## config.mk

```make
export PLATFORM = sky130hd
export DESIGN_NAME = fifo_rd_stream
export DESIGN_NICKNAME = d
export VERILOG_FILES = /design/src/rtl/fifo_rd_stream.sv
export SDC_FILE = /design/constraint.sdc
export NUM_CORES = 1
export LEC_CHECK = 0
export CAP_MARGIN = 20
export CELL_PAD_IN_SITES_DETAIL_PLACEMENT = 0
export CELL_PAD_IN_SITES_GLOBAL_PLACEMENT = 1
export CORE_MARGIN = 3
export CORE_UTILIZATION = 40
export CTS_BUF_LIST = sky130_fd_sc_hd__clkbuf_8
export DETAILED_ROUTE_END_ITERATION = 10
export PLACE_DENSITY_LB_ADDON = 0.1
export SYNTH_ARGS = -nofsm -noshare
export SYNTH_HDL_FRONTEND = slang
export SYNTH_SLANG_ARGS = --single-unit
```

## constraint.sdc

```tcl
create_clock -name rclk -period 2.4 [get_ports rclk]
set_clock_uncertainty 0.15 [all_clocks]
set_input_delay 0.48 -clock rclk [delete_from_list [all_inputs] [get_ports rclk]]
set_output_delay 0.48 -clock rclk [all_outputs]
set_load 0.03 [all_outputs]
```

## src/rtl/fifo_rd_stream.sv

```systemverilog
// Read-side drain stage for the dual-clock FIFO (rclk domain).
// Pops the FIFO through rinc/rempty/rdata and drives a valid/ready stream.
//
// Ports:
//   rclk, rrst_n      read clock, async active-low reset
//   rdata, rempty     show-ahead FIFO head word and empty flag
//   rinc              FIFO pop strobe
//   m_valid, m_data   output stream word, oldest buffered entry
//   m_ready           downstream accept
//   flush             synchronous discard of buffered words
//   occ               buffer occupancy (0..2)
//   xfer_cnt          completed output transfers, wraps
module fifo_rd_stream #(
    parameter int DSIZE = 8,
    parameter int CNTW  = 16
) (
    input  logic             rclk,
    input  logic             rrst_n,
    input  logic [DSIZE-1:0] rdata,
    input  logic             rempty,
    output logic             rinc,
    output logic             m_valid,
    output logic [DSIZE-1:0] m_data,
    input  logic             m_ready,
    input  logic             flush,
    output logic [1:0]       occ,
    output logic [CNTW-1:0]  xfer_cnt
);

    logic [1:0]       occ_q, occ_d;
    logic [DSIZE-1:0] b0_q, b0_d;
    logic [DSIZE-1:0] b1_q, b1_d;
    logic [CNTW-1:0]  cnt_q, cnt_d;
    logic             push;
    logic             pop;

    // The pop strobe only looks at registered occupancy, never at
    // m_ready; the second buffer entry absorbs the one word that may
    // arrive while downstream stalls.
    assign rinc    = rrst_n & ~rempty & ~flush & (occ_q != 2'd2);
    assign m_valid = (occ_q != 2'd0) & ~flush;
    assign m_data  = b0_q;
    assign occ     = occ_q;
    assign xfer_cnt = cnt_q;

    assign push = rinc;
    assign pop  = m_valid & m_ready;

    always_comb begin
        occ_d = occ_q;
        b0_d  = b0_q;
        b1_d  = b1_q;
        cnt_d = pop ? cnt_q + CNTW'(1) : cnt_q;
        if (flush) begin
            // Buffered words are abandoned; entries keep stale data
            // but are never presented because occ returns to 0.
            occ_d = 2'd0;
        end else begin
            unique case (occ_q)
                2'd0: begin
                    if (push) begin
                        occ_d = 2'd1;
                        b0_d  = rdata;
                    end
                end
                2'd1: begin
                    if (push && pop) begin
                        b0_d = rdata;
                    end else if (push) begin
                        occ_d = 2'd2;
                        b1_d  = rdata;
                    end else if (pop) begin
                        occ_d = 2'd0;
                    end
                end
                2'd2: begin
                    if (pop) begin
                        occ_d = 2'd1;
                        b0_d  = b1_q;
                    end
                end
                default: begin
                    occ_d = 2'd0;
                end
            endcase
        end
    end

    always_ff @(posedge rclk or negedge rrst_n) begin
        if (!rrst_n) begin
            occ_q <= 2'd0;
            b0_q  <= '0;
            b1_q  <= '0;
            cnt_q <= '0;
        end else begin
            occ_q <= occ_d;
            b0_q  <= b0_d;
            b1_q  <= b1_d;
            cnt_q <= cnt_d;
        end
    end

endmodule

```

# ---- Yosys cells after proc, flatten, opt, wreduce, memory -nomap -nowiden
# Index checks and enable logic that the tools add are counted.
dict set report classes {
  add_sub_neg 1
  eq_ne 10
  mux 11
  n_bitwise 8
  reduce_logical 7
}
# op count
set ops {}
lappend ops {{$mux 8} 3}
lappend ops {{$pmux 8 s3} 1}
lappend ops {{$add 16x1->16 const B} 1}
lappend ops {{$mux 2} 6}
lappend ops {{$ne 3x3->1 const B} 3}
lappend ops {{$ne 2x2->1 const B} 4}
lappend ops {{$reduce_and 4->1} 2}
lappend ops {{$pmux 2 s3} 1}
lappend ops {{$and 1x1->1} 5}
lappend ops {{$reduce_and 5->1} 1}
lappend ops {{$ne 4x4->1 const B} 1}
lappend ops {{$not 1->1} 3}
lappend ops {{$reduce_bool 3->1} 1}
lappend ops {{$eq 2x1->1 const B} 1}
lappend ops {{$eq 2x2->1 const B} 1}
lappend ops {{$logic_not 2->1} 1}
lappend ops {{$reduce_bool 2->1} 1}
lappend ops {{$logic_and 1x1->1} 1}
dict set report word_totals {
  ff_bits 34
  in_bits 13
  out_inout_bits 28
  elab_cells 41
}

# ---- Logic depth before layout (Yosys ltp)
# Gate-level depths: netlist (run 1).
dict set report depth {
  ltp_word 8
  ltp_mapped 5
  ltp_nobuf 5
}

# ---- Worst setup path after synthesis (run 1)
# OpenSTA, ideal clock, no wires.
dict set report synth_path {
  path_type {register to output}
  startpoint {register occ_q[0], in the netlist occ[0]}
  endpoint {output port rinc}
  arrival_ns 1.714
  required_ns 1.770
  path_slack_ns 0.056
  stages_incl_launch_ff 4
  n_path_buf 1
  cell_sequence {dfrtp_1 -> and2b_2 -> buf_4 -> nor3_1}
}
dict set report synth_via {
  elab_chain_len 2
}
# element line_no
set synth_lines {}
lappend synth_lines {{from (decl)} 30} ;# logic [1:0] occ_q, occ_d;
lappend synth_lines {{from (signal assigned)} 91} ;# occ_q <= 2'd0;
lappend synth_lines {{from (signal assigned)} 96} ;# occ_q <= occ_d;
lappend synth_lines {{$ne 2x2->1} 40} ;# assign rinc = rrst_n & ~rempty & ~flush & (occ_q != 2'd2);
lappend synth_lines {{$and 1x1->1} 40}
lappend synth_lines {{to (decl)} 21} ;# output logic rinc,
# Every way passes these cells.

# ---- Worst setup path in the final report (run 1)
dict set report layout_path {
  startpoint {input port rrst_n}
  endpoint {output port rinc}
}
dict set report layout_via {
  elab_chain_len 3
}
# element line_no
set layout_lines {}
lappend layout_lines {{from (decl)} 18} ;# input logic rrst_n,
lappend layout_lines {{$and 1x1->1 (3 in series)} 40}
# Every way passes these cells.

==> reports/results.ini, run 1 <==
[placed_design]
place_area_um2=2050
port_buffers=40
hpwl_um=2290
dp_slack_ps=204
gp_congestion=0.724

[synth]
synthAdderAreaFrac=0.00785
synth-seq-cells=34
synth_edf_count=0
synth_ff_type=dfrtp_1
synth.area.mux_share=0.114
synthArstFlopShare=1.00
synth-xor-area-share=0.0824
syn_nets=148
synthDistinctLibCells=33
seq_area_frac_synth=0.534
synth.cell_area_um2=1590
synth_top_family_by_area=simple AND/OR/NAND/NOR gates
synth-simple-area-share=0.177
synth-compound-area-share=0.0589
syn_area_per_cell_um2=11.9
yosysWarnings=0
synth_cells=134

[clock_tree]
clkTransAtPathRegs_ps=70
cts_sinks=34
cts_tree=done
cts_buffers=5
clock_latency_ps=280
clk_path_buf_depth=2
clockRootBuffer=clkbuf_8
h-tree-depth=2

[cells_and_area]
syn_to_final_growth_pct=36.7
antennaDiodeCount=0
final_cell_area_um2=2180
layout-drive-gt1-share=0.191
fin_nets=197

[timing]
slew_violations=0
slew_headroom=0.659
hold_viol=0
fin_crit_sh=0.938
fmax_mhz=444
tns_ps=0
fin_crit_ps=2250
setup_viol=0
rsz0062_at_grt=false
worst_pin_slew_ps=505
setup_slack_ps=149

[route]
wl_met3_um=186
postRouteAntennaNets=0
first_pass_iters=4
remaining_drc_errors=0
drt_iter0_drc=77
wl_um=3080
vias=1134
vias_per_cell=4.91
dr_wl_met2_um=1490
top_layer=met4
wl_per_cell_um=13.3
drt-met1-wl_um=1370

[global_routing]
grt_pass1_vias=1151
overflow=0
grt_usage=0.137
antenna_found_initial=0
grt_pass1_wl_um=5220
grt_max_degree=23

[min_path]
holdCritPathClass=flop to flop

[run_status]
run_status=finished, final reports clean

[floorplan]
fp.dieArea_um2=4780
rows=22
die_w_um=69.1
coreArea_um2=3740
io_pins=41
initial_utilization=0.426
die_h_um=69.1

[run]
maxCapViolCount=0

[power_and_ir_drop]
power_switching_uw=459
power_frac_comb=0.241
switching_share=0.281
clkPwrFrac=0.320
p_seq_frac=0.439
p_per_area_nw_per_um2=749
p_int_uw=1170
power.leakage_uw=0.00100
peakVddDrop_mv=0.463

[worst_setup_path]
critPathMaxFanout=8
critical_path_class=input port to primary output
cp_data_required_time_ps=1770
end_kind=primary output
cp.arrival_ps=1620
critPathLaunchType=input port

placed cells by master, fill, tap and decap left out, drive strengths merged, types with 2 or more instances in the layout:
cell           count
clkdlybuf4s50     37
nand3              5
mux2               9
nand2             15
nor3               2
nand4              4
and4               2
xnor2              8
clkbuf             6
mux2i              8
o21ai              8
inv                3
xor2               7
buf                8
and3               3
dfrtp             34
nor2               8
nand2b             2
logic make-up (layout without fill, tap and decap cells):
family | Yosys count | after routing
and+or+nand+nor | 48 | 48
DFF | 34 | 34
muxes | 17 | 17
xor gates and xnor gates | 15 | 15
AOI/OAI and AO/OA | 12 | 12
buffers and inverters | 7 | 56
adders and majority gates | 1 | 1
stage by stage:
stage,hold WS (ps),power [uW],cells,utilization
CTS,324,1650,231,0.581
floorplan,34.4,943,134,-
global route,354,1720,231,0.582
detailed placement,160,1120,223,0.548
finish,317,1630,231,0.582
global placement,159,1110,223,0.548
synthesized netlist by cell type (2+ instances only):
master    count  area [um2]
mux2_2        9         101
mux2i_1       8        80.1
xor2_1        7        61.3
nand4_1       3        18.8
nor2_1        8        30.0
and4_1        2        17.5
xnor2_1       8        70.1
and3_1        3        18.8
o21ai_1       6        30.0
inv_1         3        11.3
buf_4         2        15.0
nand2b_1      2        12.5
dfrtp_1      34         851
o21ai_2       2        17.5
nand2_1      15        56.3
nand3_1       5        25.0
power groups by stage:
stage                     registers (uW)  logic, uW  clock network [uW]
after global routing                 726        423                 571
final                                716        393                 522
after CTS                            715        398                 539
after floorplan                      828        115                   0
after global placement               720        391                   0
after detailed placement             725        397                   0
repair_timing:
action                                  in CTS  in global routing
hold endpoints to repair                     2                  0
hold buffers                                 1                  0
gates resized for setup                      0                  1
endpoints found under the setup margin       0                  1
buffers inserted                             0                  0
registers in the layout (all words and copies together), names as in the netlist:
name / count
occ: 2
b1_q: 8
xfer_cnt: 16
m_data: 8
critical path, stage by stage:
cell and delay [ps]:
dlygate4sd3_1 520, buf_2 190, nand2b_1 110, nor3_2 130
buf_4 190
final cells by class:
type / count / area (um2)
timing repair buffer: 46 / 438
inverter: 3 / 11.3
tap: 48 / 60.1
clock inverter: 1 / 30.0
fill: 340 / 1570
clock buffer: 6 / 82.6
sequential: 34 / 851
multi-input combinational: 93 / 706
metal layers:
metal,vias up,global-route usage
met1,540,0.160
met4,0,0.0521
met5,-,0
met3,2,0.0598
li1,561,-
met2,31,0.222
final timing paths:
check / start / end / slack (ps) / depth (start not counted)
worst max-delay path: rrst_n / rinc / 150 / 5
worst min-delay path: xfer_cnt[15]$_DFFE_PN0P_ / xfer_cnt[15]$_DFFE_PN0P_ / 320 / 1
worst max register to register: occ[1]$_DFFE_PN0P_ / m_data[7]$_DFFE_PN0P_ / 750 / 5
worst min register to register: xfer_cnt[15]$_DFFE_PN0P_ / xfer_cnt[15]$_DFFE_PN0P_ / 320 / 1
max in group asynchronous: rrst_n / b1_q[3]$_DFFE_PN0P_ / 1200 / 3
min in group asynchronous: rrst_n / occ[0]$_DFFE_PN0P_ / 410 / 2
(Power assumes the default switching activity.)
==> inputs of run 2 (changes only) <==
--- a/config.mk
+++ b/config.mk
@@ -10,7 +10,8 @@
 export CELL_PAD_IN_SITES_GLOBAL_PLACEMENT = 1
 export CORE_MARGIN = 3
 export CORE_UTILIZATION = 40
-export CTS_BUF_LIST = sky130_fd_sc_hd__clkbuf_8
+export CTS_BUF_LIST = sky130_fd_sc_hd__clkbuf_4 sky130_fd_sc_hd__clkbuf_8
+export CTS_CLUSTER_SIZE = 10
 export DETAILED_ROUTE_END_ITERATION = 10
 export PLACE_DENSITY_LB_ADDON = 0.1
 export SYNTH_ARGS = -nofsm -noshare
==> results of run 2 <==
No change in the layout: final DEF, timing and power equal those of run 1.
==> inputs of run 3 (changes only) <==
--- a/config.mk
+++ b/config.mk
@@ -11,6 +11,7 @@
 export CORE_MARGIN = 3
 export CORE_UTILIZATION = 40
 export CTS_BUF_LIST = sky130_fd_sc_hd__clkbuf_4 sky130_fd_sc_hd__clkbuf_8
+export CTS_CLUSTER_DIAMETER = 200
 export CTS_CLUSTER_SIZE = 10
 export DETAILED_ROUTE_END_ITERATION = 10
 export PLACE_DENSITY_LB_ADDON = 0.1
==> results of run 3 <==
No change in the layout: final DEF, timing and power equal those of run 1.
==> RTL change 1, RTL diff (flow settings as in run 1) <==
Register the output `xfer_cnt` once more; this adds one clock of latency there. The other outputs are not delayed to match.
--- a/src/rtl/fifo_rd_stream.sv
+++ b/src/rtl/fifo_rd_stream.sv
@@ -43,3 +43,5 @@
     assign occ     = occ_q;
-    assign xfer_cnt = cnt_q;
+    always_ff @(posedge rclk) begin
+        xfer_cnt <= cnt_q;
+    end
 
Formal check against the unedited RTL: not equivalent (Yosys sat finds a counterexample within 4 cycles, from zero or initial values and one cycle with rrst_n low).
==> RTL change 1 against run 1 <==
Sequential share of layout area rose by 7.8 points; sequential cell count rose by 16; total power rose by 25%; non-clock buffer count rose by 1; final area rose by 15%; wire length rose by 11%; worst setup slack improved by 0.068 ns; first-iteration DRC count fell by 53%; cell count rose by 7.8%; critical path depth fell by 2; area after synthesis rose by 18%; largest power group unchanged.
==> RTL change 1: results (changes against run 1) <==
Detailed routing
  – Routed metal-1 wirelength: 1435 um (was 1372 um)
  – Via-per-instance ratio: 5.048 (was 4.909)
  – Metal2 WL: 1729 um (was 1490 um)
  – Routed met3 length: 187 um (was 186 um)
  – DR iter-0 viols: 36 (was 77)
  – Routed WL: 3399 um (was 3075 um)

Worst setup path
  – CP Max Fanout: 9 (was 8)
  – Worst Path Arrival: 1.55 ns (was 1.62 ns)
  – Slowest CP cell: o21bai_1 (was dlygate4sd3_1)
  – Reg2Reg Launch Point: occ[1] (unchanged)
  – Flop-to-flop setup slack: 0.57 ns (was 0.75 ns)
  – Crit. Startpoint: occ[0] (was rrst_n)

Placement
  – DP Wirelength: 2481 um (was 2286 um)
  – Worst slack at placement: 0.09406 ns (was 0.2035 ns)
  – Gpl congestion: 0.7300 (was 0.7237)

STA
  – Slew @ Worst Pin: 0.5806 ns (was 0.5049 ns)
  – Fin crit period: 2.183 ns (was 2.251 ns)

Synthesis
  – Sequential-to-total area share from yosys stat: 0.6236 (was 0.5338)
  – Netlist cell types: 31 (was 33)
  – FFs w/ async S/R, synth: 0.6800 (was 1.000)
  – Top post-synthesis cells by area: dfrtp_1, dfxtp_1, xnor2_1, mux2_2, mux2i_1 (was dfrtp_1, mux2_2, mux2i_1, xnor2_1, xor2_1)
  – Synth top cells by count: dfrtp_1, dfxtp_1, xnor2_1 (was dfrtp_1, nand2_1, mux2_2)
  – Syn_nets: 158 (was 148)

Finish
  – Area of the multi-input gates: 684.4 um^2 (was 705.7 um^2)
  – Clk tree area frac: 0.04507 (was 0.05169)
  – Seq/total area: 0.4687 (was 0.3906)
  – Buffering overhead: 0.1833 (was 0.2010)
  – Non-CTS inverters: 2 (was 3)
  – Fin nets: 210 (was 197)
  – Seq_cells: 50 (was 34)
  – Fill cells: 379 (was 340)
  – CLK BUF: 5 (was 6)
  – Non-clk bufs: 47 (was 46)
  – Share of layout cells above drive strength 1: 0.1624 (was 0.1913)
  – Multi-input gate count: 90 (was 93)

Pwr
  – LEAKAGE: 1.056 nW (was 1.005 nW)
  – Part of the power in registers: 0.507 (was 0.439)
  – Clk pwr share: 0.289 (was 0.320)
  – Worst VDD drop: 0.0005435 V (was 0.0004628 V)
  – Internal power: 1.455 mW (was 1.172 mW)

Global route
  – Met2 usage: 0.2341 (was 0.2225)
  – GRT Overall Usage: 0.1411 (was 0.1373)
  – Routing usage on met3: 0.05135 (was 0.05977)
  – Met1 usage: 0.1648 (was 0.1603)
  – First-pass GRT wire length: 5802 um (was 5216 um)
  – Pin count of the biggest net entering global routing: 27 (was 23)

Worst hold path
  – Hold/Removal Path Class: input pin to async pin (was flip-flop to flip-flop)

Run status
  – Status: finished clean (unchanged)

Clocking
  – Skew-Pair Late Insertion Delay: 0.30 ns (was 0.28 ns)
  – Clock transition at path regs: 0.09 ns (was 0.07 ns)
[RTL change 1: cell count changes in the layout (fill, tap and decap cells not counted), moves of 2 or more]
cell / change
dfxtp_1: +16
nand2_1: -9
a21oi_1: +7
o21ai_1: -6
xnor2_1: +4
xor2_1: -4
nor2_1: +3
a21oi_2: +2
nand3_1: +2
nor3_1: +2
nor3_2: -2
o21ai_2: -2
[RTL change 1: cell families after synthesis]
| family | count (synthesis) | synth area share |
|---|---|---|
| DFF | 50 | 0.6236 |
| and+or+nand+nor | 43 | 0.1352 |
| muxes | 18 | 0.1019 |
| xor gates and xnor gates | 15 | 0.06996 |
| AOI/OAI and AO/OA | 13 | 0.05064 |
| buffers and inverters | 4 | 0.01199 |
| adders and majority gates | 1 | 0.006661 |
[RTL change 1: worst paths after layout]
kind                                      to  cells after the start
worst max-delay path                 m_valid                      3
worst min-delay path               m_data[1]                      2
worst max register to register       b1_q[1]                      3
worst min register to register  xfer_cnt[15]                      0
max in group asynchronous             occ[1]                      2
min in group rclk               xfer_cnt[15]                      0
[RTL change 1: metrics by stage]
stage / instance area, um^2 / std cells / hold WS (ns) / util / power [mW]
after floorplan: 1878 / 144 / 0.03441 / - / 1.267
after global placement: 2376 / 240 / 0.2128 / 0.5346 / 1.450
after detailed placement: 2376 / 240 / 0.2165 / 0.5346 / 1.461
after CTS: 2499 / 249 / 0.07906 / 0.5622 / 2.060
after global routing: 2499 / 249 / 0.1032 / 0.5622 / 2.143
final: 2499 / 249 / 0.08299 / 0.5622 / 2.032
[RTL change 1: what timing repair did]
| action | CTS | global route |
|---|---|---|
| endpoints found under the hold margin | 8 | 0 |
| resized for setup | 0 | 0 |
| hold buffers | 1 | 0 |
==> RTL change 2, RTL diff (flow settings as in run 1) <==
Without the edit above. The parameter `CNTW` goes from 16 to 24.
--- a/src/rtl/fifo_rd_stream.sv
+++ b/src/rtl/fifo_rd_stream.sv
@@ -14,3 +14,3 @@
     parameter int DSIZE = 8,
-    parameter int CNTW  = 16
+    parameter int CNTW  = 24
 ) (
Ports: changed (resized xfer_cnt); port bits go from 41 to 49. No check against the original RTL was run, so the function may have changed too.
==> RTL change 2 against run 1 <==
Final area is 21% higher; worst setup slack improved by 0.13 ns; cell count is 27% higher; highest routed layer unchanged; critical path depth fell by 4; sequential share of layout area grew 0.98 points; sequential cell count grew 8; wire length up 28%; total power grew 2.3%; global-route usage up 0.85 points; area after synthesis is 24% higher; die area rose by 22%; hold slack worse by 0.27 ns; critical endpoint is now occ[0].
==> RTL change 2: results (changes against run 1) <==
Run status
  – Status: finished clean (unchanged)

Finish
  – Area of the multi-input gates: 874.6 um^2 (was 705.7 um^2)
  – Buffering overhead: 0.1992 (was 0.2010)
  – Seq_cells: 42 (was 34)
  – Fin nets: 243 (was 197)
  – Max FFs per register: 24 (was 16)
  – CLK BUF: 5 (was 6)
  – Clk tree area frac: 0.02908 (was 0.05169)
  – Share of layout cells above drive strength 1: 0.1485 (was 0.1913)
  – Multi-input gate count: 120 (was 93)
  – Area Growth Syn to Fin: 32.95% (was 36.66%)
  – Non-clk bufs: 55 (was 46)
  – Non-CTS inverters: 5 (was 3)
  – Seq/total area: 0.4004 (was 0.3906)

Placement
  – DP Wirelength: 2976 um (was 2286 um)
  – Gpl congestion: 0.7734 (was 0.7237)
  – Number of placed instances, taps included: 287 (was 223)
  – Area post-placement: 2549 um^2 (was 2051 um^2)
  – Worst slack at placement: 0.04865 ns (was 0.2035 ns)
  – Port Buffer Count: 48 (was 40)

Pwr
  – Worst VDD drop: 0.0003138 V (was 0.0004628 V)
  – LEAKAGE: 1.159 nW (was 1.005 nW)
  – Pwr Density: 635.5 nW/um^2 (was 748.8 nW/um^2)
  – Sequential power: 0.856 mW (was 0.716 mW)
  – Clk pwr: 0.401 mW (was 0.522 mW)
  – Switching power: 0.4944 mW (was 0.4588 mW)

Worst setup path
  – CP max stage delay: 0.73 ns (was 0.52 ns)
  – Setup Crit Path Kind: flip-flop to output port (was input pin to output port)
  – CP Max Fanout: 9 (was 8)
  – Worst Path Arrival: 1.49 ns (was 1.62 ns)
  – Slowest CP cell: clkdlybuf4s50_1 (was dlygate4sd3_1)

Synthesis
  – Synth top cells by count: dfrtp_1, nor2_1, xor2_1 (was dfrtp_1, nand2_1, mux2_2)
  – XOR/XNOR Fraction of Synth Area: 0.1020 (was 0.08242)
  – Sequential-to-total area share from yosys stat: 0.5323 (was 0.5338)
  – Avg Inst Size Synth: 11.48 um^2 (was 11.90 um^2)
  – Synth Area in Adders: 0.006337 (was 0.007849)
  – Top post-synthesis cells by area: dfrtp_1, xor2_1, mux2_2, mux2i_1, xnor2_1 (was dfrtp_1, mux2_2, mux2i_1, xnor2_1, xor2_1)
  – Mux cell area share after synthesis: 0.09696 (was 0.1138)
  – Syn_nets: 186 (was 148)

Global route
  – Pin count of the biggest net entering global routing: 29 (was 23)
  – First-pass GRT wire length: 7051 um (was 5216 um)
  – GRT Overall Usage: 0.1458 (was 0.1373)

Detailed routing
  – Routed WL: 3940 um (was 3075 um)
  – Via-per-instance ratio: 4.932 (was 4.909)
  – DR iter-0 viols: 66 (was 77)

STA
  – Slew @ Worst Pin: 0.4471 ns (was 0.5049 ns)

Worst hold path
  – Hold/Removal Path Class: input pin to async pin (was flip-flop to flip-flop)

Floorplanning
  – Die area: 5815 um^2 (was 4778 um^2)
[RTL change 2: kinds of logic (layout without fill, tap and decap cells)]
family | after synthesis | in the layout
buf+inv | 10 | 67
compound gates | 13 | 13
flops | 42 | 42
xor+xnor | 23 | 23
mux | 18 | 18
simple gates | 65 | 65
fa+ha+maj | 1 | 1
[RTL change 2: metal layers]
metal / track usage / part of all wire
met1: 0.1813 / 0.45
met2: 0.2487 / 0.50
met3: 0.03310 / 0.040
met4: 0.05072 / 0.0096
met5: 0 / 0
[RTL change 2: final timing paths]
check / startpoint / endpoint / slack (ns) / cells past startpoint
max: occ[0] / occ[0] / 0.28 / 1
min: rrst_n / xfer_cnt[15] / 0.05 / 2
max reg2reg: occ[0] / m_data[6] / 0.48 / 4
min reg2reg: xfer_cnt[23] / xfer_cnt[23] / 0.32 / 1
max in group asynchronous: rrst_n / b1_q[3] / 1.71 / 2
min in group rclk: xfer_cnt[23] / xfer_cnt[23] / 0.32 / 1
